`src/rtl/shift_reg_sequencer_if.sv`:
```
// Word-level request/response bundle between a requester and shift_reg_sequencer.
interface shift_reg_sequencer_if #(
    parameter int WIDTH = 32,
    parameter int CNT_W = 6
);
    logic             start;
    logic [WIDTH-1:0] tx_word;
    logic [CNT_W-1:0] len;
    logic             ready;
    logic             done;
    logic [WIDTH-1:0] rx_word;

    modport master (
        output start, tx_word, len,
        input  ready, done, rx_word
    );

    modport slave (
        input  start, tx_word, len,
        output ready, done, rx_word
    );
endinterface

```
`src/rtl/shift_reg_sequencer.sv`:
```
// Sequences an external chained shift register through load / N-cycle shift / readback.
// Optional SRSEQ_ABORT_EN adds an abort input and a one-cycle aborted pulse.
module shift_reg_sequencer #(
    parameter int WIDTH = 32,
    parameter int CNT_W = 6
) (
    input  logic             clk,
    input  logic             reset,
    shift_reg_sequencer_if.slave req,
    input  logic             ser_in,
    output logic             ser_out,
    output logic             ser_en,
    output logic             sr_mode,
    output logic             sr_sin,
    output logic [WIDTH-1:0] sr_p_in,
    input  logic             sr_sout,
    input  logic [WIDTH-1:0] sr_status
`ifdef SRSEQ_ABORT_EN
    ,
    input  logic             abort,
    output logic             aborted
`endif
);

    typedef enum logic [1:0] {IDLE, LOAD, SHIFT, DONE} state_t;

    state_t           state_q, state_d;
    logic [WIDTH-1:0] tx_q;
    logic [WIDTH-1:0] rx_q;
    logic [WIDTH-1:0] rx_now;
    logic [WIDTH-1:0] rx_mask;
    logic [CNT_W-1:0] len_q;
    logic [CNT_W-1:0] cnt_q;
    logic [CNT_W-1:0] len_eff;
`ifdef SRSEQ_ABORT_EN
    logic             abort_hit;
`endif

    // A length of zero or beyond the register width means a full-width transfer.
    assign len_eff = (req.len == '0 || req.len > CNT_W'(WIDTH)) ? CNT_W'(WIDTH) : req.len;
    assign rx_mask = (len_q == CNT_W'(WIDTH)) ? '1 : ((WIDTH'(1) << len_q) - WIDTH'(1));
    assign rx_now  = sr_status & rx_mask;

    always_ff @(posedge clk) begin
        if (reset) begin
            state_q <= IDLE;
            tx_q    <= '0;
            len_q   <= '0;
            cnt_q   <= '0;
            rx_q    <= '0;
`ifdef SRSEQ_ABORT_EN
            aborted <= 1'b0;
`endif
        end else begin
            state_q <= state_d;
            case (state_q)
                IDLE:    if (req.start) begin
                             tx_q  <= req.tx_word;
                             len_q <= len_eff;
                         end
                LOAD:    cnt_q <= '0;
                SHIFT:   cnt_q <= cnt_q + CNT_W'(1);
                DONE:    rx_q  <= rx_now;
                default: ;
            endcase
`ifdef SRSEQ_ABORT_EN
            aborted <= abort_hit;
`endif
        end
    end

    always_comb begin
        state_d     = state_q;
        req.ready   = 1'b0;
        req.done    = 1'b0;
        req.rx_word = rx_q;
        ser_en      = 1'b0;
        ser_out     = 1'b0;
        sr_mode     = 1'b1;
        sr_sin      = 1'b0;
        sr_p_in     = sr_status;
        case (state_q)
            IDLE: begin
                req.ready = 1'b1;
                if (req.start) state_d = LOAD;
            end
            LOAD: begin
                sr_p_in = tx_q;
                state_d = SHIFT;
            end
            SHIFT: begin
                sr_mode = 1'b0;
                sr_sin  = ser_in;
                ser_out = sr_sout;
                ser_en  = 1'b1;
                if (cnt_q == len_q - CNT_W'(1)) state_d = DONE;
            end
            DONE: begin
                // Present the masked word during the done pulse itself; rx_q keeps it afterwards.
                req.done    = 1'b1;
                req.rx_word = rx_now;
                state_d     = IDLE;
            end
            default: state_d = IDLE;
        endcase
`ifdef SRSEQ_ABORT_EN
        abort_hit = abort && (state_q == LOAD || state_q == SHIFT);
        if (abort_hit) state_d = IDLE;
`endif
    end

endmodule
```
`src/flat_wrapper.sv`:
```
// flat-port wrapper written by rule: the top's interface ports become plain ports
module shift_reg_sequencer_flat 
#(
    parameter int WIDTH = 32,
    parameter int CNT_W = 6
)
  (clk, reset, ser_in, ser_out, ser_en, sr_mode, sr_sin, sr_p_in, sr_sout, sr_status, req_start, req_tx_word, req_len, req_ready, req_done, req_rx_word);
  shift_reg_sequencer_if #(.WIDTH(WIDTH), .CNT_W(CNT_W)) req_i ();
  input  logic clk;
  input  logic reset;
  input  logic ser_in;
  output logic ser_out;
  output logic ser_en;
  output logic sr_mode;
  output logic sr_sin;
  output logic [WIDTH-1:0] sr_p_in;
  input  logic sr_sout;
  input  logic [WIDTH-1:0] sr_status;
  input wire logic [$bits(req_i.start)-1:0] req_start;
  input wire logic [$bits(req_i.tx_word)-1:0] req_tx_word;
  input wire logic [$bits(req_i.len)-1:0] req_len;
  output wire logic [$bits(req_i.ready)-1:0] req_ready;
  output wire logic [$bits(req_i.done)-1:0] req_done;
  output wire logic [$bits(req_i.rx_word)-1:0] req_rx_word;
  assign req_i.start = req_start;
  assign req_i.tx_word = req_tx_word;
  assign req_i.len = req_len;
  assign req_ready = req_i.ready;
  assign req_done = req_i.done;
  assign req_rx_word = req_i.rx_word;
  shift_reg_sequencer #(.WIDTH(WIDTH), .CNT_W(CNT_W)) u_core (.clk(clk), .reset(reset), .req(req_i), .ser_in(ser_in), .ser_out(ser_out), .ser_en(ser_en), .sr_mode(sr_mode), .sr_sin(sr_sin), .sr_p_in(sr_p_in), .sr_sout(sr_sout), .sr_status(sr_status));
endmodule
```
`config.mk`:
```
export PLATFORM = sky130hd
export DESIGN_NAME = shift_reg_sequencer_flat
export DESIGN_NICKNAME = d
export VERILOG_FILES = /design/src/rtl/shift_reg_sequencer_if.sv /design/src/rtl/shift_reg_sequencer.sv /design/src/flat_wrapper.sv
export SDC_FILE = /design/constraint.sdc
export NUM_CORES = 1
export LEC_CHECK = 0
export CORE_MARGIN = 5
export CORE_UTILIZATION = 48
export DETAILED_ROUTE_END_ITERATION = 10
export HOLD_SLACK_MARGIN = 0.02
export MAX_ROUTING_LAYER = met4
export PLACE_DENSITY_LB_ADDON = 0.2
export SLEW_MARGIN = 20
export SYNTH_ARGS = -nofsm -noshare
export SYNTH_HDL_FRONTEND = slang
export SYNTH_SLANG_ARGS = --single-unit
```
`constraint.sdc`:
```
create_clock -name clk -period 4.25 [get_ports clk]
set_clock_uncertainty 0.1 [all_clocks]
set_input_delay 0.6375 -clock clk [delete_from_list [all_inputs] [get_ports clk]]
set_output_delay 0.6375 -clock clk [all_outputs]
set_load 0.005 [all_outputs]
```
# --- Word level (Yosys, flattened, before mapping) ---
# Index checks and enable logic that the tools add are counted.
op_classes:
  add_sub_neg: 3
  multipliers: 0
  div: 0
  order_cmp: 1
  eq_ne: 7
  n_shift: 1
  mux: 14
  bitwise_logic: 1
  n_reduce_logical: 6
ops:
  columns: ["cell", "n"]
  rows:
  - ["2-to-1 mux 32 bit", 3]
  - ["AND 32 bit", 1]
  - ["left shift 1 x 6 -> 32 bit (first input constant)", 1]
  - ["subtractor 32 x 1 -> 32 bit (second input constant)", 1]
  - ["one-hot mux 6 bit (2 select lines)", 1]
  - ["one-hot mux 2 bit (4 select lines)", 1]
  - ["adder 6 x 1 -> 6 bit (second input constant)", 1]
  - ["== test 6 bit", 1]
  - ["== test 6 bit (second input constant)", 1]
  - ["> comparator 6 bit (second input constant)", 1]
  - ["zero test 6 bit", 1]
  - ["2-to-1 mux 1 bit", 6]
  - ["2-to-1 mux 6 bit", 1]
  - ["subtractor 6 x 1 -> 6 bit (second input constant)", 1]
  - ["== test 2 bit (second input constant)", 2]
  - ["2-to-1 mux 2 bit", 2]
  - ["AND reduction 2 bit", 2]
  - ["== test 2 x 1 -> 1 bit (second input constant)", 1]
  - ["zero test 2 bit", 1]
  - ["!= test 2 x 1 -> 1 bit (second input constant)", 1]
  - ["!= test 2 bit (second input constant)", 1]
  - ["nonzero test 2 bit", 1]
  - ["logical OR 1 bit", 1]
totals:
  reg_bits: 78
  latch_bits: 0
  ram_bits: 0
  romBits: 0
  in_bits: 75
  output_inout_bits: 70
  elab_cells: 38
  n_memories: 0

# --- Depth between registers and ports, before layout ---
# Gate-level depths: netlist of run 1.
logic_depth:
  word_depth: 5
  mapped_depth: 13
  mapped_depth_nobuf: 9

# --- Least setup slack after synthesis of run 1 ---
# Ideal clock, no wire load.
synth_timing:
  path_kind: "register to output"
  from: "register u_core.len_q[0]"
  to: "output req_rx_word[30]"
  arrival_ns: 2.636
  t_required_ns: 3.513
  path_slack_ns: 0.876
  stages_incl_launch_ff: 13
  n_path_buf: 5
  cell_sequence: "dfxtp_1 > inv_1 > ha_1 > buf_2 > clkbuf_1 > buf_1 > nand3_1 > ha_1 > clkbuf_1 > clkbuf_1 > nand4_1 > o2111a_1 > nor3_1"
synth_via:
  elab_chain_len: 5
  word_cells_on_any_way: 6
  cone_classes: "1 x add/sub; 1 x eq/ne; 1 x shift; 2 x mux; 1 x bitwise"
synth_lines:
  columns: ["item", "line", "text"]
  rows:
  - ["start: declaration", "shift_reg_sequencer.sv:32", "logic [CNT_W-1:0] len_q;"]
  - ["start signal: assignment", "shift_reg_sequencer.sv:59", "len_q <= len_eff;"]
  - ["left shift 1 x 6 -> 32 bit", "shift_reg_sequencer.sv:41", "assign rx_mask = (len_q == CNT_W'(WIDTH)) ? '1 : ((WIDTH'(1) << len_q) - WIDTH'(1));"]
  - ["subtractor 32 x 1 -> 32 bit", "shift_reg_sequencer.sv:41", null]
  - ["2-to-1 mux 32 bit (*)", "shift_reg_sequencer.sv:41", null]
  - ["AND 32 bit (*)", "shift_reg_sequencer.sv:42", "assign rx_now = sr_status & rx_mask;"]
  - ["2-to-1 mux 32 bit (*)", "shift_reg_sequencer.sv:82", "case (state_q)"]
  - ["end: declaration", "flat_wrapper.sv:24", "output wire logic [$bits(req_i.rx_word)-1:0] req_rx_word;"]
# Every way passes the cells marked *; elsewhere a longest branch is shown, timed or not.

# --- Worst setup path in the final report of run 1 ---
layout_timing:
  from: "register u_core.len_q[1]"
  to: "output req_rx_word[31]"
# Same word-level chain as after synthesis.

==> flow_summary.json, run 1 <==
{
  "die_area_um2": 12500,
  "critPathSlowestCell": "clkdlybuf4s50_1",
  "post-route-min-period_ps": 4050,
  "r2r_slack_ps": 1590,
  "max_stage_delay_ps": 490,
  "stdcell_count": 901,
  "cp_data_required_time_ps": 3510,
  "clk_latency_ps": 360,
  "power_leakage_nw": 2.47,
  "wl_per_cell_um": 18.4,
  "cts_tree": "yes",
  "syn_avg_cell_area_um2": 7.78,
  "num-fill-cells": 906,
  "yosysSeqAreaShare_pct": 31.4,
  "slew_headroom_pct": 40.6,
  "hold_buffers": 0,
  "postRouteAntennaNets": 0,
  "syn_nets": 725,
  "layout-area-overhead-vs-synth_pct": 35.9,
  "grt_setup_unrepaired": "false",
  "r2r_cells": 8,
  "start_kind": "flop",
  "final_common_cell": "clkdlybuf4s50_1",
  "crit_chain": "inv_1 > ha_1 > buf_4 > or3_1 > o21a_1 > or4_4 > o31a_1 > nand2_1 > clkdlybuf4s50_1",
  "finalWirelength_mm": 16.6,
  "fmax_mhz": 247,
  "setup.worst_path.end": "req_rx_word[31]",
  "routed_via_density": 5.76,
  "cp_top_family": "simple AND/OR/NAND/NOR gates",
  "die_y_um": 112,
  "drv_cap": 0,
  "io_pins": 145,
  "cts_setup_buffers": 0,
  "rr_endpoint": "u_core.rx_q[25]$_SDFF_PP0_",
  "synth_seq_cells": 78,
  "worst_slew_pin_slew_ps": 891,
  "ys_warn_count": 0,
  "setup_viol": 0,
  "finalHoldViolCount": 0,
  "run_status": "completed",
  "crit_path_end_kind": "primary output",
  "ir_drop_mv": 0.396,
  "io_buffers": 144,
  "final_layout_size_suffix_gt1_share_pct": 13.1,
  "n_antenna_cell": 0,
  "critPathArrivalTime_ps": 3310,
  "drt_iter0_drc": 436,
  "ctsResizeCount": 0,
  "clkPwrFrac_pct": 21.6,
  "fin_area_um2": 6760,
  "combinationalPowerShare_pct": 50.1,
  "syn_area_um2": 4970,
  "fin_tns_setup_ps": 0,
  "die_w_um": 112,
  "grt_max_degree": 61,
  "design.core.area_um2": 10200,
  "first_global_vias": 5081,
  "place_area_um2": 6510,
  "grt_use_total_pct": 26.7,
  "hp-class": "reg -> reg",
  "drc": 0,
  "grt-ovfl-total": 0,
  "yosysUniqueCellTypes": 70,
  "sequentialPowerShare_pct": 28.3,
  "critical_path_depth": 9,
  "power.switching_w": 0.00112,
  "antenna_found_initial": 0,
  "path_class": "reg -> out",
  "p_per_area_nw_per_um2": 447,
  "gp_congestion": 0.966,
  "htreeDepth": 3,
  "fin_crit_sh_pct": 95.2,
  "r2r_start": "u_core.len_q[1]$_SDFFE_PP0P_",
  "cts_made_buffers": 9,
  "path_clk_slew_ps": 90,
  "cts_buffer_depth": 2,
  "p_int_w": 0.00190,
  "clock-sinks": 78,
  "fin_nets": 846,
  "synth_cells": 639,
  "dp_hpwl_mm": 11.8,
  "synth_flop_cell": "dfxtp_1",
  "start_util_pct": 48.6,
  "placed_cells": 885,
  "dr.pass1.iters": 5,
  "crit_buf_inv": 3,
  "finalPower_w": 0.00302,
  "vias": 5187,
  "final_cell_mix": "clkdlybuf4s50_1, nand2_1, dfxtp_1, a21oi_1, mux2_2",
  "startpoint": "u_core.len_q[1]$_SDFFE_PP0P_",
  "path_max_fanout": 16,
  "rows": 37,
  "grt_pass1_wl_mm": 26.6,
  "finalMaxSlewViolations": 0,
  "async_flop_share_pct": 0,
  "switching_share_pct": 37.0,
  "cts_root_buffer": "clkbuf_8",
  "synth-edff-count": 0
}
==> Yosys cell counts, types with 3 or more instances <==
cell,number,area (µm²)
a221o_1,3,30.0
or3_1,5,31.3
nand2_1,120,450
o22ai_1,3,18.8
a31o_2,6,52.6
nand3_1,20,100
mux2_2,34,383
a21oi_1,66,330
o2bb2ai_1,9,78.8
nor2b_1,7,43.8
clkbuf_1,35,131
buf_1,8,30.0
or2_2,4,25.0
nand3b_1,9,67.6
xor2_1,9,78.8
buf_2,10,50.1
nor4_1,3,18.8
or3b_2,3,26.3
a2bb2oi_1,3,26.3
a31oi_1,5,31.3
ha_1,11,138
o31ai_1,5,37.5
nand4_1,5,31.3
inv_1,10,37.5
nor3b_1,3,22.5
xnor2_1,10,87.6
o21ai_0,19,95.1
nand2b_1,3,18.8
a211oi_1,3,22.5
o211ai_1,4,30.0
and3_1,6,37.5
dfxtp_1,78,1560
mux2i_1,13,130
nor3_1,14,70.1
o31a_1,4,35.0
nor2_1,27,101
or4_1,3,22.5
and2_1,16,100
==> per-layer routing <==
metal	routed length (µm)	up-vias	track usage (%)
met5	0	-	-
met4	171	0	6.41
met3	1090	11	4.95
met2	7970	205	43.9
met1	7370	2448	34.0
li1	-	2523	-
==> sequential cells by signal, summed over array words and instances, names as in the netlist <==
signal,cells
u_core.tx_q,32
u_core.cnt_q,6
u_core.rx_q,32
u_core.len_q,6
u_core.state_q,2
==> power by group through the flow <==
stage | combinational, W | sequential, W | clock [W]
global placement | 0.00147 | 0.000865 | 0
finish | 0.00151 | 0.000855 | 0.000652
detailed placement | 0.00149 | 0.000871 | 0
floorplan | 0.000890 | 0.000859 | 0
CTS | 0.00150 | 0.000854 | 0.000659
global route | 0.00164 | 0.000865 | 0.000698
==> cell type report <==
cell class	instances	area, µm²	area share (%)
clock inverters	5	81.3	1.20
inverters	12	48.8	0.722
well taps	136	170	2.52
repair buffers	164	1590	23.5
clock buffers	11	151	2.24
multi-input cells	495	3160	46.7
flip-flops and latches	78	1560	23.1
==> how the worst min path moves through the flow <==
stage / to / depth (start not counted) / startpoint
final: u_core.tx_q[23]$_SDFFE_PP0P_ / 2 / u_core.tx_q[23]$_SDFFE_PP0P_
after global routing: u_core.tx_q[10]$_SDFFE_PP0P_ / 2 / u_core.tx_q[10]$_SDFFE_PP0P_
after CTS: u_core.tx_q[23]$_SDFFE_PP0P_ / 2 / u_core.tx_q[23]$_SDFFE_PP0P_
after detailed placement: u_core.tx_q[23]$_SDFFE_PP0P_ / 2 / u_core.tx_q[23]$_SDFFE_PP0P_
after global placement: u_core.tx_q[3]$_SDFFE_PP0P_ / 2 / u_core.tx_q[3]$_SDFFE_PP0P_
after floorplan: u_core.tx_q[0]$_SDFFE_PP0P_ / 2 / u_core.tx_q[0]$_SDFFE_PP0P_
==> worst min-delay path, cell delays in order, from the launching register on <==
cell,delay (ps)
dfxtp_1,320
nand2_1,50
a21oi_1,50
==> kinds of logic (layout without fill, tap and decap cells) <==
logic type               after synthesis  after routing  synth area share (%)
AO/OA/AOI/OAI                        159            159                  21.0
XOR/XNOR                              19             19                  3.35
adder cells (fa/ha/maj)               11             11                  2.77
buffers and inverters                 66            192                  5.38
flip-flops                            78             78                  31.4
multiplexers                          47             47                  10.3
AND/OR/NAND/NOR                      259            259                  25.8
==> stage by stage <==
stage	utilization (%)	setup slack, ps	hold slack, ps
final	66.1	202	357
after global routing	66.1	21.4	370
after CTS	65.9	46.3	357
after detailed placement	63.7	445	343
after global placement	63.7	503	338
after floorplan	-	876	333
No activity file was read; power rests on OpenSTA's default activity.
==> run 2, diff against run 1 <==
--- a/config.mk
+++ b/config.mk
@@ -5,7 +5,7 @@
 export SDC_FILE = /design/constraint.sdc
 export NUM_CORES = 1
 export LEC_CHECK = 0
-export CORE_MARGIN = 5
+export CORE_MARGIN = 10
 export CORE_UTILIZATION = 48
 export DETAILED_ROUTE_END_ITERATION = 10
 export HOLD_SLACK_MARGIN = 0.02
==> flow_summary.json, run 2 (same netlist as run 1, synthesis figures left out) <==
{
  "final_layout_size_suffix_gt1_share_pct": 13.1,
  "cts_tree": "yes",
  "htreeDepth": 3,
  "first_global_vias": 5130,
  "die_w_um": 122,
  "grt_use_total_pct": 23.1,
  "grt_max_degree": 62,
  "power_leakage_nw": 2.46,
  "final_cell_mix": "clkdlybuf4s50_1, nand2_1, dfxtp_1, a21oi_1, mux2_2",
  "finalHoldViolCount": 0,
  "post-route-min-period_ps": 4080,
  "die_y_um": 122,
  "path_max_fanout": 9,
  "finalWirelength_mm": 17.1,
  "cp_data_required_time_ps": 3510,
  "setup_viol": 0,
  "start_kind": "flop",
  "fmax_mhz": 245,
  "gp_congestion": 0.932,
  "start_util_pct": 48.6,
  "fin_crit_sh_pct": 96.0,
  "drt_iter0_drc": 396,
  "routed_via_density": 5.78,
  "final_common_cell": "clkdlybuf4s50_1",
  "hp-start": "u_core.tx_q[24]$_SDFFE_PP0P_",
  "reg_top3": "u_core.rx_q x32, u_core.tx_q x32",
  "n_antenna_cell": 0,
  "ir_drop_mv": 0.330,
  "p_per_area_nw_per_um2": 441,
  "startpoint": "u_core.len_q[1]$_SDFFE_PP0P_",
  "rows": 37,
  "finalPower_w": 0.00297,
  "path_class": "reg -> out",
  "dr.pass1.iters": 5,
  "dp_hpwl_mm": 12.4,
  "whs_ps": 354,
  "r2r_start": "u_core.len_q[1]$_SDFFE_PP0P_",
  "wl_per_cell_um": 19.0,
  "io_buffers": 144,
  "stdcell_count": 901,
  "cts_made_buffers": 9,
  "hp-class": "reg -> reg",
  "design.core.area_um2": 10200,
  "run_status": "completed",
  "die_area_um2": 14800,
  "worst_slew_pin_slew_ps": 822,
  "grt-ovfl-total": 0,
  "fin_nets": 846,
  "postRouteAntennaNets": 0,
  "slew_headroom_pct": 45.2,
  "grt_setup_unrepaired": "false",
  "critPathArrivalTime_ps": 3340,
  "antenna_found_initial": 0,
  "io_pins": 145,
  "layout-area-overhead-vs-synth_pct": 35.5,
  "path_clk_slew_ps": 80,
  "cts_buffer_depth": 2,
  "finalMaxSlewViolations": 0,
  "drc": 0,
  "vias": 5206,
  "crit_path_end_kind": "primary output",
  "placed_cells": 885,
  "fin_tns_setup_ps": 0,
  "clk_latency_ps": 360,
  "grt_pass1_wl_mm": 27.3,
  "clock-sinks": 78,
  "drv_cap": 0,
  "cts_root_buffer": "clkbuf_8"
}
## run 2: layout make-up
class                      instances  area, µm²
inverter                          12       48.8
sequential                        78       1560
timing repair buffer             164       1590
clock inverter                     7       88.8
fill                             911       3490
multi-input combinational        495       3160
tap                              136        170
clock buffer                       9        124
## run 2: metal layers
metal | part of all wire [%] | vias up | GRT usage, % | routed length, µm
li1 | - | 2513 | - | -
met1 | 44 | 2491 | 29.3 | 7610
met2 | 48 | 184 | 36.4 | 8190
met3 | 6.3 | 18 | 4.26 | 1070
met4 | 1.4 | 0 | 7.08 | 244
met5 | 0 | - | - | 0
## run 2: repair_timing
item                                    CTS  global route
hold buffers                              0             0
resized for setup                         0             5
endpoints found under the setup margin    0            16
setup buffers                             0             0
## run 2: final timing paths
| path | end | slack [ps] | cells after the start |
|---|---|---|---|
| max | req_rx_word[31] | 170 | 8 |
| min | u_core.tx_q[24]$_SDFFE_PP0P_ | 350 | 2 |
| max reg2reg | u_core.rx_q[25]$_SDFF_PP0_ | 1530 | 7 |
| min reg2reg | u_core.tx_q[24]$_SDFFE_PP0P_ | 350 | 2 |
## run 2: where the power goes
| part | total, W | internal [W] | switching (W) |
|---|---|---|---|
| registers | 0.000855 | 0.000809 | 0.0000463 |
| logic | 0.00150 | 0.000728 | 0.000776 |
| clock network | 0.000616 | 0.000328 | 0.000288 |
| total | 0.00297 | 0.00186 | 0.00111 |
## run 2: critical path: stages, from the launching register on
cell,delay (ps)
dfxtp_1,440
inv_1,120
ha_1,320
mux2i_1,450
a21oi_1,150
or4_1,590
o31a_1,350
nand2_1,60
clkdlybuf4s50_1,500
## run 2: metrics by stage
step / worst slack [ps] / cell area [µm²] / utilization (%)
6_report: 168 / 6740 / 65.9
5_1_grt: 1.57 / 6740 / 65.9
4_1_cts: 9.04 / 6730 / 65.7
3_5_place_dp: 422 / 6510 / 63.7
3_3_place_gp: 513 / 6510 / 63.7
2_1_floorplan: 876 / 4970 / -
